## src/rtl/sonar_ranger.sv

```systemverilog
// Ultrasonic ranger controller: fires the trigger, times the echo in whole
// centimetres and reports a moving average of the in-range readings.
module sonar_ranger #(
  parameter int CLK_HZ    = 50_000_000,
  parameter int TRIG_US   = 10,
  parameter int PERIOD_MS = 60,
  parameter int CM_CLKS   = 2900,
  parameter int DIST_W    = 9,
  parameter int MAX_CM    = 400,
  parameter int AVG_LOG2  = 2
) (
  input  logic              i_clk,
  input  logic              i_rst,
  input  logic              i_start,
  input  logic              i_cont,
  input  logic              echo,
  output logic              trig,
  output logic [DIST_W-1:0] o_dist,
  output logic              o_valid,
  output logic              o_timeout,
  output logic              o_busy
);
  // 64-bit intermediates: PERIOD_MS*CLK_HZ overflows 32 bits at default settings
  localparam longint TRIG_L = longint'(TRIG_US) * longint'(CLK_HZ) / longint'(1_000_000);
  localparam longint PER_L  = longint'(PERIOD_MS) * longint'(CLK_HZ) / longint'(1000);
  localparam int TRIG_CYC = int'(TRIG_L);
  localparam int PER_CYC  = int'(PER_L);
  localparam int TCW = $clog2(TRIG_CYC + 1);
  localparam int PCW = $clog2(PER_CYC + 1);
  localparam int CCW = $clog2(CM_CLKS + 1);
  localparam int PW  = (AVG_LOG2 > 0) ? AVG_LOG2 : 1;
  localparam int NB  = 2 ** PW;
  localparam int SW  = DIST_W + AVG_LOG2;

  localparam logic [TCW-1:0]    TRIG_LAST = TCW'(TRIG_CYC - 1);
  localparam logic [PCW-1:0]    PER_LAST  = PCW'(PER_CYC - 1);
  localparam logic [CCW-1:0]    CM_LAST   = CCW'(CM_CLKS - 1);
  localparam logic [DIST_W-1:0] MAX_V     = DIST_W'(MAX_CM);

  typedef enum logic [2:0] {S_IDLE, S_TRIG, S_WAIT, S_MEAS, S_HOLD} state_t;

  state_t              state_q;
  logic [1:0]          sync_q;
  logic                echo_prev_q;
  logic [TCW-1:0]      tcnt_q;
  logic [PCW-1:0]      per_q;
  logic [PCW-1:0]      wcnt_q;
  logic [CCW-1:0]      ccnt_q;
  logic [DIST_W-1:0]   cm_q;
  logic                trig_q, valid_q, tmo_q, primed_q;
  logic [DIST_W-1:0]   dist_q;
  logic [DIST_W-1:0]   buf_q [NB];
  logic [PW-1:0]       ptr_q;
  logic [SW-1:0]       sum_q, sum_d;
  logic                echo_s, rise, fall;

  assign echo_s = sync_q[1];
  assign rise   = echo_s & ~echo_prev_q;
  assign fall   = ~echo_s & echo_prev_q;
  assign sum_d  = sum_q + SW'(cm_q) - SW'(buf_q[ptr_q]);

  assign trig      = trig_q;
  assign o_dist    = dist_q;
  assign o_valid   = valid_q;
  assign o_timeout = tmo_q;
  assign o_busy    = (state_q != S_IDLE);

  always_ff @(posedge i_clk or negedge i_rst) begin
    if (!i_rst) begin
      sync_q      <= '0;
      echo_prev_q <= 1'b0;
    end else begin
      sync_q      <= {sync_q[0], echo};
      echo_prev_q <= sync_q[1];
    end
  end

  always_ff @(posedge i_clk or negedge i_rst) begin
    if (!i_rst) begin
      state_q  <= S_IDLE;
      trig_q   <= 1'b0;
      valid_q  <= 1'b0;
      tmo_q    <= 1'b0;
      primed_q <= 1'b0;
      dist_q   <= '0;
      tcnt_q   <= '0;
      per_q    <= '0;
      wcnt_q   <= '0;
      ccnt_q   <= '0;
      cm_q     <= '0;
      ptr_q    <= '0;
      sum_q    <= '0;
      for (int i = 0; i < NB; i++) buf_q[i] <= '0;
    end else begin
      valid_q <= 1'b0;
      tmo_q   <= 1'b0;
      // saturating age of the last trigger rise, gates the HOLD exit
      if (per_q != PER_LAST) per_q <= per_q + PCW'(1);
      case (state_q)
        S_IDLE: begin
          if (i_start || i_cont) begin
            state_q <= S_TRIG;
            trig_q  <= 1'b1;
            tcnt_q  <= '0;
            per_q   <= '0;
          end
        end
        S_TRIG: begin
          if (tcnt_q == TRIG_LAST) begin
            trig_q  <= 1'b0;
            state_q <= S_WAIT;
            wcnt_q  <= '0;
          end else begin
            tcnt_q <= tcnt_q + TCW'(1);
          end
        end
        S_WAIT: begin
          if (rise) begin
            state_q <= S_MEAS;
            ccnt_q  <= CCW'(1);   // the rise cycle itself is echo-high time
            cm_q    <= '0;
          end else if (wcnt_q == PER_LAST) begin
            tmo_q   <= 1'b1;
            state_q <= S_HOLD;
          end else begin
            wcnt_q <= wcnt_q + PCW'(1);
          end
        end
        S_MEAS: begin
          if (fall) begin
            valid_q <= 1'b1;
            state_q <= S_HOLD;
            ptr_q   <= (AVG_LOG2 == 0) ? '0 : ptr_q + PW'(1);
            if (!primed_q) begin
              primed_q <= 1'b1;
              for (int i = 0; i < NB; i++) buf_q[i] <= cm_q;
              sum_q  <= SW'(cm_q) << AVG_LOG2;
              dist_q <= cm_q;
            end else begin
              buf_q[ptr_q] <= cm_q;
              sum_q        <= sum_d;
              dist_q       <= DIST_W'(sum_d >> AVG_LOG2);
            end
          end else if (ccnt_q == CM_LAST) begin
            ccnt_q <= '0;
            if (cm_q == MAX_V) begin
              tmo_q   <= 1'b1;
              state_q <= S_HOLD;
            end else begin
              cm_q <= cm_q + DIST_W'(1);
            end
          end else begin
            ccnt_q <= ccnt_q + CCW'(1);
          end
        end
        S_HOLD: begin
          if (per_q == PER_LAST && !echo_s) begin
            if (i_cont) begin
              state_q <= S_TRIG;
              trig_q  <= 1'b1;
              tcnt_q  <= '0;
              per_q   <= '0;
            end else begin
              state_q <= S_IDLE;
            end
          end
        end
        default: state_q <= S_IDLE;
      endcase
    end
  end
endmodule

```

## config.mk

```make
export PLATFORM = sky130hd
export DESIGN_NAME = sonar_ranger
export DESIGN_NICKNAME = d
export VERILOG_FILES = /design/src/rtl/sonar_ranger.sv
export SDC_FILE = /design/constraint.sdc
export NUM_CORES = 1
export LEC_CHECK = 0
export BUFFER_PORTS_ARGS = -buffer_cell sky130_fd_sc_hd__buf_2
export CORE_MARGIN = 4
export CORE_UTILIZATION = 45
export CTS_BUF_LIST = sky130_fd_sc_hd__clkbuf_4
export CTS_CLUSTER_DIAMETER = 30
export CTS_CLUSTER_SIZE = 20
export DETAILED_ROUTE_END_ITERATION = 8
export SYNTH_ARGS = -nofsm -noshare
export SYNTH_HDL_FRONTEND = slang
export SYNTH_SLANG_ARGS = --single-unit
```

## constraint.sdc

```tcl
create_clock -name i_clk -period 4 [get_ports i_clk]
set_input_delay 1.2 -clock i_clk [delete_from_list [all_inputs] [get_ports i_clk]]
set_output_delay 1.2 -clock i_clk [all_outputs]
set_load 0.02 [all_outputs]
```

# Yosys cells after proc, flatten, opt, wreduce, memory -nomap -nowiden
# Cells that the tools add are included.
# Widths: inputs -> output; s select.
[classes]
n_addsub = 8
magnitude_cmp = 2
eq_ne = 24
muxes = 55
n_bitwise = 5
reduce_logical = 16
[ops]
columns = ["cell", "n"]
rows = [
  ["$mux 22", 7],
  ["$mux 9", 12],
  ["$pmux 22 s2", 2],
  ["$add 22x1->22 const B", 2],
  ["$eq 22x22->1 const B", 2],
  ["$bwmux 36", 1],
  ["$mux 12", 3],
  ["$mux 36", 1],
  ["$pmux 9 s3", 1],
  ["$mux 3", 8],
  ["$pmux 12 s2", 1],
  ["$ne 2x2->1 const B", 11],
  ["$ne 22x22->1 const B", 1],
  ["$add 9x1->9 const B", 2],
  ["$bmux 9 s2", 1],
  ["$demux 9 s2", 1],
  ["$eq 9x9->1 const B", 2],
  ["$pmux 9 s2", 1],
  ["$pmux 3 s5", 1],
  ["$reduce_and 5->1", 3],
  ["$add 12x1->12 const B", 1],
  ["$eq 12x12->1 const B", 1],
  ["$mux 1", 12],
  ["$add 11x9->11", 1],
  ["other kinds (24)", 32],
]
[word_totals]
regBits = 142
inputBits = 5

# Depth between registers and ports, before layout
# Gate-level depths: netlist of the first run.
[logic_depth]
depth_word = 7
ltp_mapped = 14
depth_no_buf = 13

# Worst setup path before layout of the first run
# OpenSTA, ideal clock, no wires.
[synth_path]
path_kind = "register -> register"
startpoint = "register ptr_q[0]"
endpoint = "register dist_q[6] (netlist: o_dist[6])"
setup_ns = 0.077
arrival_ns = 3.568
path_slack_ns = 0.355
stages_incl_launch_ff = 13
n_path_buf = 1
cell_sequence = "dfrtp_1 -> clkbuf_1 -> mux4_2 -> fa_1 -> inv_1 -> ha_1 -> nor2b_1 -> o31a_1 -> o21ai_0 -> a21oi_1 -> o21a_1 -> o311a_1 -> a21oi_1"
[synth_via]
elab_chain_cells = 6
[synth_lines]
columns = ["item", "line", "source"]
rows = [
  ["start: declaration", "53", "logic [PW-1:0] ptr_q;"],
  ["start signal: assignment", "133", "ptr_q <= (AVG_LOG2 == 0) ? '0 : ptr_q + PW'(1);"],
  ["$not 2->3 (implied by the code)", "60", "assign sum_d = sum_q + SW'(cm_q) - SW'(buf_q[ptr_q]);"],
  ["$bmux 9 s2", "60", ""],
  ["$mux 9 (implied by the code) (2 in series)", "60", ""],
  ["$sub 11x9->11", "60", ""],
  ["$mux 9", "134", "if (!primed_q) begin"],
  ["end signal: assignment", "138", "dist_q <= cm_q;"],
  ["end signal: assignment", "142", "dist_q <= DIST_W'(sum_d >> AVG_LOG2);"],
  ["end: declaration", "51", "logic [DIST_W-1:0] dist_q;"],
]
# Every way passes these cells. The select of a mux whose other input is x is not followed.
# A chain may end at the register's enable or synchronous reset.

# Worst setup path after layout of the first run
# Ends and elaborated chain as after synthesis.

==> out/results.txt, run 1 <==
Post-synth EDFFs - 0
CTS HTree Levels - 4
Final number of hold-violating endpoints - 0
Count of input and output buffers - 17
Leak - 3.66 nW
Vias per Instance - 5.40
Final Wtd Congestion - 0.854
Cts hold-fix bufs - 0
Pin count of the biggest net entering global routing - 60
Routed Antenna Nets - 0
First DRT Iteration DRCs - 253
CTS Buffer Depth - 2
Logic pwr share - 38.2%
Sequential area share after synthesis - 45.5%
Clock transition at path regs - 0.11 ns
Netlist cell types - 63
Routed WL per cell - 15.1 um
Vias post-DR - 5,187
Core area - 0.0159 sq mm
Fmax - 280 MHz
Clock Power Share - 25.2%
Slowest-stage cell, CP - mux4_2
Nets - 766
Tot Pwr - 0.00449 W
Yosys reg bits - 133
RSZ-0062 raised after global routing - no
Final wirelength - 14,500 um
Clock Sinks - 133
Leading area contributor after synthesis - dfrtp_1
Switching share of power - 37.7%
DRT Pass-1 Iters - 6
Worst hold slack - 0.378 ns
Fin worst setup slack - 0.423 ns
Share of layout cells above drive strength 1 - 14.9%
DIE WIDTH - 136 um
Fillers - 1,512
Top cells by area, synth - dfrtp_1 45%, mux2_2 5.5%, nor2_1 3.7%, ha_1 3.6%, xor2_1 3.6%
DP Wirelength - 10,600 um
Final core occ - 49.9%
Gr usage total - 17.4%
Psw - 0.00169 W
DIE AREA - 0.0184 sq mm
Cell area after synthesis - 0.00732 sq mm
Die height - 136 um
Antenna violations before repair - 1
Clk root buf - clkbuf_4
First-pass GRT wire length - 25,800 um
Crit share post-route - 89.4%
VDD IR-drop max - 0.000424 V
Row count - 46
Worst-skew pair later-pin latency - 0.56 ns
Max-capacitance violation count - 0
Internal power - 0.00279 W
Cts bufs inserted - 17
Critical path fanouts, max - 7
CTS tree - done
Initial Util - 46.1%
Status - finished clean
Syn nets - 760
Final Skew - 0.0261 ns
Cell family contributing the most delay on the critical path - compound AO/OA/AOI/OAI gates
Worst slew margin - 46.4%
Final min period - 3.58 ns
WP data arrival - 4.05 ns
Post-CTS sizing - 0
Min-delay worst type - reg -> reg
Most frequent cells in the layout - 133 x dfrtp_1, 73 x nor2_1, 64 x nand2_1
Measured slew at the worst slew-check pin - 0.796 ns
Synth Instances - 725
Cell Chain, Critical Path - mux4_2, fa_1, inv_1, ha_1, nor2b_1, o31a_1, o21ai_0, a21oi_1, o21a_1, o311a_1, a21oi_1
PD cells - 566 mW/mm^2
Pins Over Slew Limit - 0
FFs w/ async S/R, synth - 100%
Boundary Pins - 18
# Post-CTS Setup Buffers - 0
Yosys top cell area share - 45.5%
CP max stage delay - 0.56 ns
Warnings, synthesis - 0
Commonest non-fill, non-tap cell in the layout - dfrtp_1
Detailed-route DRC error count - 0
Vias in the first global route - 5,346
Buffers plus inverters on the worst setup path - 1
Crit path kind - reg -> reg
Area Overhead vs Synth - 8.32%
Startpoint types - flop
Crit-path most repeated cell - a21oi_1
Top FF cell, synth - dfrtp_1
Setup TNS - 0 ns
Syn Area/Cell - 10.1 sq um
Final setup viols - 0
Flop pwr share - 36.6%
Critical Path RT - 4.48 ns
Grt ovf - 0
CP Capture Type - flop
Pre-CTS setup slack - 0.441 ns
-- logic make-up after synthesis --
logic type	share of synthesized area (%)
AND/OR/NAND/NOR	18.7
flip-flops	45.5
AO/OA/AOI/OAI	8.97
buffers and inverters	5.13
XOR/XNOR	6.82
multiplexers	8.72
adder cells (fa/ha/maj)	6.19
-- stage by stage --
stage / instance area [sq um] / cells
6_report: 7930 / 961
5_1_grt: 7930 / 961
4_1_cts: 7930 / 960
3_5_place_dp: 7560 / 928
3_3_place_gp: 7560 / 928
2_1_floorplan: 7320 / 725
-- path summary, 6_finish.rpt --
| kind | from | to | slack, ns | depth (start not counted) |
|---|---|---|---|---|
| setup / recovery | ptr_q[0] | o_dist[6] | 0.42 | 11 |
| hold / removal | sync_q[0] | sync_q[1] | 0.38 | 0 |
| setup reg to reg | ptr_q[0] | o_dist[6] | 0.42 | 11 |
| hold reg to reg | sync_q[0] | sync_q[1] | 0.38 | 0 |
| max in group asynchronous | i_rst | per_q[19] | 2.57 | 2 |
| min in group asynchronous | i_rst | cm_q[1] | 0.61 | 1 |
-- layer usage --
metal  up-vias  part of all wire, %  GRT usage [%]
met5         -                    0              0
met4         0                  1.2           5.04
met1      2595                   47           24.1
met2        65                   49           27.6
met3        20                  3.4           4.09
li1       2507                    -              -
-- worst reg2reg max path, stage by stage, from the launching register on --
cell and delay (ns):
dfrtp_1 0.55, mux4_2 0.57, fa_1 0.49, inv_1 0.04
ha_1 0.33, nor2b_1 0.16, o31a_1 0.28, o21ai_0 0.35
a21oi_1 0.16, o21a_1 0.19, o311a_1 0.28, a21oi_1 0.11
-- synth_stat cells, drive strengths merged (2+ instances only) --
master	instances
and3	19
xor2	30
o311a	2
nand4	12
nand4b	2
a31oi	4
and4	6
a211oi	3
xnor2	27
or4bb	2
o31ai	7
mux4	9
mux2	36
nor3	11
nor4b	2
nand3	26
inv	52
nor2b	5
o21a	6
ha	21
a21o	7
nor2	74
nand2b	4
a21oi	21
mux2i	3
clkbuf	18
o21bai	2
nor4	10
nand2	64
or3	7
buf	18
fa	9
or4b	3
dfrtp	133
o21ai	42
and2	9
-- state kept, by name, summed over array words and instances (netlist names) --
register and flops:
buf_q 36, per_q 22, wcnt_q 22, ccnt_q 12, cm_q 9, o_dist 9
tcnt_q 9, state_q 3, ptr_q 2, sum_q 2, sync_q 2, echo_prev_q 1
o_timeout 1, o_valid 1, primed_q 1, trig 1
-- area by class of cell --
type / count / area (sq um) / share of cell area, %
Inverter: 52 / 195 / 2.46
Tap cell: 216 / 270 / 3.41
Clock buffer: 18 / 135 / 1.70
Timing Repair Buffer: 23 / 149 / 1.88
Sequential cell: 133 / 3330 / 42.0
Clock inverter: 14 / 233 / 2.94
Antenna cell: 1 / 2.50 / 0.0316
Multi-Input combinational cell: 504 / 3620 / 45.6
-- power groups by stage --
| stage | Sequential [W] | Combinational, W | Clock (W) |
|---|---|---|---|
| after floorplan | 0.00159 | 0.00145 | 0 |
| after global placement | 0.00166 | 0.00164 | 0 |
| after detailed placement | 0.00167 | 0.00170 | 0 |
| after CTS | 0.00165 | 0.00171 | 0.00116 |
| after global routing | 0.00167 | 0.00193 | 0.00123 |
| final | 0.00164 | 0.00171 | 0.00113 |
(Power assumes the default switching activity.)
==> run 2: changes to the inputs <==
- ABC_AREA: default -> 1
==> run 2 against run 1 <==
Final cell count is 41% higher; clock-buffer cell count up 1; die area rose by 12%; first-iteration DRC count is 72% higher; via count grew 31%; non-clock buffer count decreased by 3; sequential power about the same; clock power is 12% lower.
==> out/results.txt, run 2 <==
Final Wtd Congestion - 0.913 (+6.9%)
Setup TNS - 0 ns (unchanged)
RSZ-0062 raised after global routing - no
Worst-skew pair later-pin latency - 0.54 ns (-0.02 ns)
Clk root buf - clkbuf_4
Commonest non-fill, non-tap cell in the layout - nand2_1
Most frequent cells after synthesis - 306 x nand2_1, 139 x nor2_1, 133 x dfrtp_1, 133 x inv_1, 83 x o21ai_0
Crit path kind - reg -> reg
Max-capacitance violation count - 0 (unchanged)
Syn nets - 1,145 (+51%)
Vias post-DR - 6,773 (+31%)
# Post-CTS Setup Buffers - 0 (unchanged)
Worst slew margin - 53.8% (+7.4 points)
Pins Over Slew Limit - 0 (unchanged)
Final setup viols - 0 (unchanged)
Post-synth EDFFs - 0 (unchanged)
DIE AREA - 0.0205 sq mm (+12%)
Final Skew - 0.0169 ns (-0.00915 ns)
Cell area after synthesis - 0.00822 sq mm (+12%)
Crit share post-route - 81.2% (-8.3 points)
Most frequent cells in the layout - 306 x nand2_1, 139 x nor2_1, 133 x inv_1, 133 x dfrtp_1, 83 x o21ai_0
Placed Instance Area - 0.00841 sq mm (+11%)
Clock Sinks - 133 (unchanged)
Status - finished clean
Netlist cell types - 45 (-29%)
Die height - 143 um (+5.6%)
Pin count of the biggest net entering global routing - 77 (+28%)
Area Overhead vs Synth - 6.09%
Detailed-route DRC error count - 0 (unchanged)
Cts bufs inserted - 17 (unchanged)
Leading area contributor after synthesis - dfrtp_1
Min-delay worst type - reg -> reg
First DRT Iteration DRCs - 436 (+72%)
Routed Antenna Nets - 0 (unchanged)
Final wirelength - 17,900 um (+23%)
Core area - 0.0180 sq mm (+13%)
DRT Pass-1 Iters - 5 (-1)
Yosys reg bits - 133 (unchanged)
DIE WIDTH - 143 um (+5.6%)
Max reg flops - 36 (unchanged)
Gr usage total - 18.6% (+1.2 points)
Routed WL per cell - 13.2 um (-13%)
Largest registers - buf_q: 36 flops, per_q: 22 flops, wcnt_q: 22 flops
CTS tree - done
CTS Buffer Depth - 2 (unchanged)
Critical path fanouts, max - 22 (+15)
Post-CTS sizing - 0 (unchanged)
Antenna violations before repair - 1 (unchanged)
Syn Area/Cell - 7.40 sq um (-27%)
Top cells by area, synth - dfrtp_1 41%, nand2_1 14%, nor2_1 6.3%, inv_1 6.1%, o21ai_0 5.1%
Clock transition at path regs - 0.12 ns (about the same)
Row count - 49 (+6.5%)
Count of input and output buffers - 17 (unchanged)
Critical Path RT - 4.43 ns (-0.05 ns)
Top FF cell, synth - dfrtp_1
Sequential area share after synthesis - 40.5% (-5.0 points)
VDD IR-drop max - 0.000470 V (+11%)
Cts hold-fix bufs - 0 (unchanged)
Vias per Instance - 4.99 (-7.5%)
Grt ovf - 0 (unchanged)
Fmax - 308 MHz (+10%)
CTS HTree Levels - 4 (unchanged)
Vias in the first global route - 6,401 (+20%)
WP data arrival - 3.68 ns (-0.37 ns)
Tot Pwr - 0.00512 W (+14%)
Biggest register - buf_q
Nets - 1,151 (+50%)
Final number of hold-violating endpoints - 0 (unchanged)
FFs w/ async S/R, synth - 100% (unchanged)
Cell area after layout - 0.00872 sq mm (+9.9%)
Share of layout cells above drive strength 1 - 8.16% (-6.8 points)
PD cells - 587 mW/mm^2 (+3.8%)
DP Wirelength - 12,800 um (+21%)
Worst hold slack - 0.402 ns (+0.0248 ns)
Initial Util - 45.7% (-0.34 points)
Startpoint types - flop
Measured slew at the worst slew-check pin - 0.693 ns (-0.103 ns)
Final min period - 3.25 ns (-0.330 ns)
Count leader, synth - nand2_1
Warnings, synthesis - 0 (unchanged)
First-pass GRT wire length - 31,000 um (+20%)
Synth Instances - 1,110 (+53%)
Leak - 4.22 nW (+15%)
Boundary Pins - 18 (unchanged)
CP Capture Type - flop
Yosys top cell area share - 40.5% (-5.0 points)
[run 2: area by class of cell]
| type | instances | area, sq um |
|---|---|---|
| Fill cell | 1804 | 9250 |
| Multi-Input combinational cell | 800 | 4130 |
| Sequential cell | 133 | 3330 |
| Inverter | 144 | 543 |
| Tap cell | 229 | 287 |
| Clock inverter | 11 | 160 |
| Clock buffer | 19 | 143 |
| Timing Repair Buffer | 20 | 126 |
| Antenna cell | 1 | 2.50 |
[run 2: metal layers]
layer	track usage [%]	wire (um)	vias to the layer above
met5	0	0	-
met4	4.55	142	0
met3	3.99	616	14
met2	29.6	8120	80
met1	26.1	9030	3151
li1	-	-	3528
[run 2: stage by stage]
stage          cells  worst slack (ns)  util, %
2_1_floorplan   1110              1.22        -
3_3_place_gp    1326             0.897     46.8
3_5_place_dp    1326             0.760     46.8
4_1_cts         1356             0.752     48.5
5_1_grt         1357             0.392     48.5
6_report        1357             0.754     48.5
[run 2: logic make-up (layout without fill, tap and decap cells)]
kind of cell	Yosys count	in the layout	share of synthesized area, %
buffers and inverters	177	194	9.26
XOR/XNOR	43	43	4.58
flip-flops	133	133	40.5
other	0	1	0
AO/OA/AOI/OAI	142	142	9.53
adder cells (fa/ha/maj)	30	30	5.39
AND/OR/NAND/NOR	585	585	30.7
[run 2: path summary, 6_finish.rpt]
check | startpoint | end | slack, ns | depth (start not counted)
worst max-delay path | ptr_q[0] | o_dist[6] | 0.75 | 16
worst min-delay path | sync_q[0] | sync_q[1] | 0.40 | 0
worst max register to register | ptr_q[0] | o_dist[6] | 0.75 | 16
worst min register to register | sync_q[0] | sync_q[1] | 0.40 | 0
max in group asynchronous | i_rst | buf_q[6] | 2.59 | 2
min in group asynchronous | i_rst | ccnt_q[9] | 0.61 | 1
[run 2: power by group]
group          total, W  internal (W)  switching (W)
combinational   0.00245      0.000826        0.00163
clock          0.000993      0.000496       0.000496
sequential      0.00167       0.00149       0.000186
[run 2: critical path: stages (launching register included)]
cell and delay (ns):
dfrtp_1 0.76, inv_2 0.29, o21ai_0 0.23, o22ai_1 0.12, ha_1 0.28, inv_1 0.06
ha_1 0.20, inv_1 0.07, fa_1 0.42, inv_1 0.10, nand3_1 0.07, nand3_1 0.11
nand4_1 0.14, nand3_1 0.10, nand3_1 0.08, nand2_1 0.07, nand2_1 0.05
